--- config.mk ---
export PLATFORM = sky130hd
export DESIGN_NAME = mem_ctrl_fsm
export DESIGN_NICKNAME = d
export VERILOG_FILES = /design/src/rtl/mem_pkg.sv /design/src/rtl/mem_ctrl_fsm_wait_counter.sv /design/src/rtl/mem_ctrl_fsm.sv
export SDC_FILE = /design/constraint.sdc
export NUM_CORES = 1
export LEC_CHECK = 0
export ABC_AREA = 1
export CORE_ASPECT_RATIO = 1.75
export CORE_UTILIZATION = 64
export DETAILED_ROUTE_END_ITERATION = 16
export PLACE_DENSITY_LB_ADDON = 0.2
export SETUP_SLACK_MARGIN = 0.3
export SLEW_MARGIN = 25
export SYNTH_ARGS = -nofsm -noshare
export SYNTH_HDL_FRONTEND = slang
export SYNTH_SLANG_ARGS = --single-unit
--- constraint.sdc ---
create_clock -name clk -period 3 [get_ports clk]
set_input_delay 0.45 -clock clk [delete_from_list [all_inputs] [get_ports clk]]
set_output_delay 0.45 -clock clk [all_outputs]
set_load 0.01 [all_outputs]
--- src/rtl/mem_pkg.sv ---
// Shared encodings for the memory controller: FSM state type and op codes.
package mem_pkg;

  typedef enum logic [1:0] {
    IDLE    = 2'b00,
    WRITE   = 2'b01,
    RD_WAIT = 2'b10,
    RD_DONE = 2'b11
  } state_t;

  localparam logic OP_READ  = 1'b1;
  localparam logic OP_WRITE = 1'b0;

endpackage

--- src/rtl/mem_ctrl_fsm_wait_counter.sv ---
// Loadable down-counter with enable and zero flag, used to time read wait states.
module wait_counter #(
  parameter int unsigned W = 2
) (
  input  logic         clk,
  input  logic         rst_n,
  input  logic         load,
  input  logic         en,
  input  logic [W-1:0] load_val,
  output logic         zero
);

  logic [W-1:0] count;

  always_ff @(posedge clk or negedge rst_n) begin
    if (!rst_n) begin
      count <= '0;
    end else if (load) begin
      count <= load_val;
    end else if (en) begin
      count <= count - 1'b1;
    end
  end

  assign zero = (count == '0);

endmodule

--- src/rtl/mem_ctrl_fsm.sv ---
// Single-request memory controller with internal register-array storage and read wait states.
// Define PARITY_EN to add per-word even parity storage and the perr output.
module mem_ctrl_fsm
  import mem_pkg::*;
#(
  parameter int unsigned ADDR_W = 4,
  parameter int unsigned DATA_W = 8,
  parameter int unsigned DEPTH  = 16,
  parameter int unsigned RD_LAT = 2
) (
  input  logic              clk,
  input  logic              rst_n,
  input  logic              sel,
  input  logic              op,
  input  logic [ADDR_W-1:0] addr,
  input  logic [DATA_W-1:0] wdata,
  output logic              rw,
  output logic              valid,
  output logic              busy,
  output logic [DATA_W-1:0] rdata,
  output logic              err
`ifdef PARITY_EN
  ,
  output logic              perr
`endif
);

  localparam int unsigned          CNT_W    = $clog2(RD_LAT) + 1;
  localparam logic [CNT_W-1:0]     LOAD_VAL = CNT_W'(RD_LAT - 1);
  localparam logic [ADDR_W:0]      DEPTH_L  = (ADDR_W + 1)'(DEPTH);
`ifdef PARITY_EN
  localparam int unsigned          MEM_W    = DATA_W + 1;
`else
  localparam int unsigned          MEM_W    = DATA_W;
`endif

  state_t              state, state_d;
  logic [ADDR_W-1:0]   addr_q, addr_d;
  logic [DATA_W-1:0]   wdata_q;
  logic [MEM_W-1:0]    mem [DEPTH];
  logic [MEM_W-1:0]    rd_word, wr_word;
  logic                accept, in_range_d, in_range_q;
  logic                cnt_load, cnt_en, cnt_zero;
  logic                rw_d, valid_d, busy_d, err_d;
  logic [DATA_W-1:0]   rdata_d;
`ifdef PARITY_EN
  logic                perr_d;
  assign wr_word = {^wdata_q, wdata_q};
`else
  assign wr_word = wdata_q;
`endif

  assign accept     = (state == IDLE) && sel;
  assign addr_d     = accept ? addr : addr_q;
  assign in_range_d = ({1'b0, addr_d} < DEPTH_L);
  assign in_range_q = ({1'b0, addr_q} < DEPTH_L);
  assign rd_word    = in_range_q ? mem[addr_q] : '0;
  assign cnt_load   = accept && (op == OP_READ);
  assign cnt_en     = (state == RD_WAIT) && !cnt_zero;

  wait_counter #(.W(CNT_W)) u_wait (
    .clk      (clk),
    .rst_n    (rst_n),
    .load     (cnt_load),
    .en       (cnt_en),
    .load_val (LOAD_VAL),
    .zero     (cnt_zero)
  );

  // Outputs are decoded from the next state so they are registered yet line up with it.
  always_comb begin
    state_d = state;
    unique case (state)
      IDLE:    if (sel) state_d = (op == OP_READ) ? RD_WAIT : WRITE;
      WRITE:   state_d = IDLE;
      RD_WAIT: if (cnt_zero) state_d = RD_DONE;
      RD_DONE: state_d = IDLE;
      default: state_d = IDLE;
    endcase
    valid_d = (state_d == WRITE) || (state_d == RD_DONE);
    busy_d  = (state_d != IDLE);
    rw_d    = (state_d == RD_WAIT) || (state_d == RD_DONE);
    err_d   = valid_d && !in_range_d;
    rdata_d = (state_d == RD_DONE) ? rd_word[DATA_W-1:0] : rdata;
`ifdef PARITY_EN
    perr_d  = (state_d == RD_DONE) && in_range_q && (^rd_word);
`endif
  end

  always_ff @(posedge clk or negedge rst_n) begin
    if (!rst_n) begin
      state   <= IDLE;
      addr_q  <= '0;
      wdata_q <= '0;
      rw      <= 1'b0;
      valid   <= 1'b0;
      busy    <= 1'b0;
      err     <= 1'b0;
      rdata   <= '0;
`ifdef PARITY_EN
      perr    <= 1'b0;
`endif
    end else begin
      state   <= state_d;
      addr_q  <= addr_d;
      if (accept) wdata_q <= wdata;
      rw      <= rw_d;
      valid   <= valid_d;
      busy    <= busy_d;
      err     <= err_d;
      rdata   <= rdata_d;
`ifdef PARITY_EN
      perr    <= perr_d;
`endif
    end
  end

  // Storage commits at the edge closing WRITE; an async reset before then aborts it.
  always_ff @(posedge clk) begin
    if ((state == WRITE) && in_range_q) begin
      mem[addr_q] <= wr_word;
    end
  end

endmodule

==> impl_metrics.tcl <==
set metrics [dict create \
    io_pins 28 \
    crit_start "addr_q[0]" \
    htree_levels 4 \
    synth_cell_types 20 \
    placed_cell_area_um2 6700 \
    cts_resized 0 \
    portBuffers 26 \
    end_kind "register" \
    grt_pass1_wl_um 22700 \
    antenna_found_initial 0 \
    die-height_um 134 \
    first_pass_iters 5 \
    grt_pass1_vias 4444 \
    cts.reportedPaths.clkPinSlew_ns 0.06 \
    groute.usage.overall 0.311 \
    seqCellArea_um2 4500 \
    maxCapViolCount 0 \
    worst_pin_slew_ns 0.807 \
    drt_iter0_drc 366 \
    syn_inst 605 \
    gp_congestion 0.958 \
    yosysSeqAreaShare 0.705 \
    crit_family "simple AND/OR/NAND/NOR gates" \
    nets 648 \
    critPathMaxStageDelay_ns 0.63 \
    hold_viol 0 \
    multiInputGateArea_um2 1650 \
    path_cells "inv_2, nand3_1, nor2_1" \
    clock_path_buffers 2 \
    period_needed_ns 2.32 \
    setup_viol 0 \
    insertedDiodeCount 0 \
    ctsHoldBuffers 0 \
    avgSynthCellArea_um2 10.5 \
    start_util 0.665 \
    path_buf_inv 1 \
    ant_nets 0 \
    synth-seq-cells 154 \
    grt_setup_unrepaired "false" \
    worstSkewPairLatency_ns 0.44 \
    core_um2 9590 \
    place_ws_ns 0.694 \
    status "complete, no violations" \
    cts-root-buf "clkbuf_16" \
    rows 47 \
    critPathRequiredTime_ns 3.06 \
    cpMaxStageDelayCell "dfrtp_2" \
    fmax_mhz 430 \
    cts_inserted_buffers 17 \
    clock_sink_count 154 \
    grt_max_degree 43 \
    die_w_um 77.4 \
    ir_drop_mv 0.877 \
    most-common-layout-cells "289 x nand2_1, 128 x edfxtp_1, 45 x nand3_1" \
    path_class "reg2reg" \
    vias_per_cell 5.74 \
    design_area_um2 7340 \
    rr_startpoint "addr_q[0]" \
    cts_tree "done" \
    timing.hold.ws_ns 0.415 \
    wl_per_cell_um 19.0 \
    dp_hpwl_um 9610 \
    slew_headroom 0.462 \
    syn-cell-area_um2 6370 \
    drive_above_1_share 0.0807 \
    yosys_warnings 0 \
    setup_tns_ns 0 \
    cellLeakagePower_uw 0.00301 \
    hold_path_class "in2async" \
    drt-total-wl_um 14500 \
    fillers 626 \
    slew_violations 0 \
    synth_nets 622 \
    dr_total_vias 4400 \
    path_max_fanout 36 \
    finClkSkew_ns 0.0139 \
    powerDensity_nw_per_um2 1040 \
    dieArea_um2 10400 \
    worst_slack_ns 0.676 \
    grt.overflow.total 0 \
    cp-start-kind "register" \
    arrival_ns 2.38 \
    mostFrequentLayoutCell "nand2_1" \
    drc_errors 0 \
    area_delta_synth_final_pct 15.2 \
    period_share 0.775 \
    cts_setup_buffers 0 \
]
report_power, final:
part | total (uW) | internal [uW] | switching [uW]
registers | 3300 | 2810 | 490
logic | 2040 | 682 | 1360
clock network | 2320 | 1480 | 844
sequential cells by signal (all words and copies together), names as in the netlist:
| signal | cells |
|---|---|
| state | 1 |
| mem | 128 |
| wdata_q | 8 |
| rdata | 8 |
| u_wait.count | 2 |
| valid | 1 |
| busy | 1 |
| addr_q | 4 |
| rw | 1 |
worst paths after layout:
check                                        to  slack (ns)  depth (start not counted)
worst min register to register  u_wait.count[0]        0.50                          2
worst max-delay path                 mem[12][2]        0.68                          3
min in group clk                u_wait.count[0]        0.50                          2
worst max register to register       mem[12][2]        0.68                          3
max in group asynchronous             addr_q[0]        2.30                          2
worst min-delay path                  addr_q[0]        0.41                          2
cell usage after synthesis:
master    instances  area (um^2)
o22ai_1           1         6.26
inv_2             3         11.3
buf_4             7         52.6
nand3_1          45          225
nor2_4            1         11.3
clkbuf_1          4         15.0
conb_1            1         3.75
dfrtp_1          26          651
nor2_1           40          150
edfxtp_1        128         3840
or2_2             9         56.3
or2_1             1         6.26
nand4_1           8         50.1
nand3b_1          1         7.51
inv_1            19         71.3
nand2_1         289         1080
o21ai_0           5         25.0
ha_1              1         12.5
o22ai_2           1         12.5
buf_2            15         75.1
cell families after synthesis:
family | synth area share
AOI/OAI and AO/OA | 0.00687
adders and majority gates | 0.00196
buffers and inverters | 0.0353
DFF | 0.705
other | 0.000589
and+or+nand+nor | 0.250
through the flow:
stage | utilization | cells | total power (uW)
after floorplan | - | 605 | 4530
final | 0.766 | 766 | 7660
after global placement | 0.698 | 734 | 5280
after detailed placement | 0.698 | 734 | 5340
after CTS | 0.766 | 766 | 7650
after global routing | 0.766 | 766 | 8000
area by class of cell:
cell class              instances  area share
repair buffers                 33      0.0426
clock buffers                  17      0.0579
well taps                     122      0.0208
multi-input cells             403       0.225
inverters                      22      0.0112
clock inverters                15      0.0302
flip-flops and latches        154       0.612
metal layers:
metal	up-vias	routed length (um)	track usage
li1	2038	-	-
met1	2098	4970	0.325
met2	208	7860	0.548
met3	56	850	0.0646
met4	0	864	0.221
met5	-	0	0
worst register-to-register path, stage by stage (launching register included):
cell and delay, ns:
dfrtp_2 0.63, inv_2 0.44, nand3_1 0.27, nor2_1 0.61
Power figures use the tool's default switching activity.
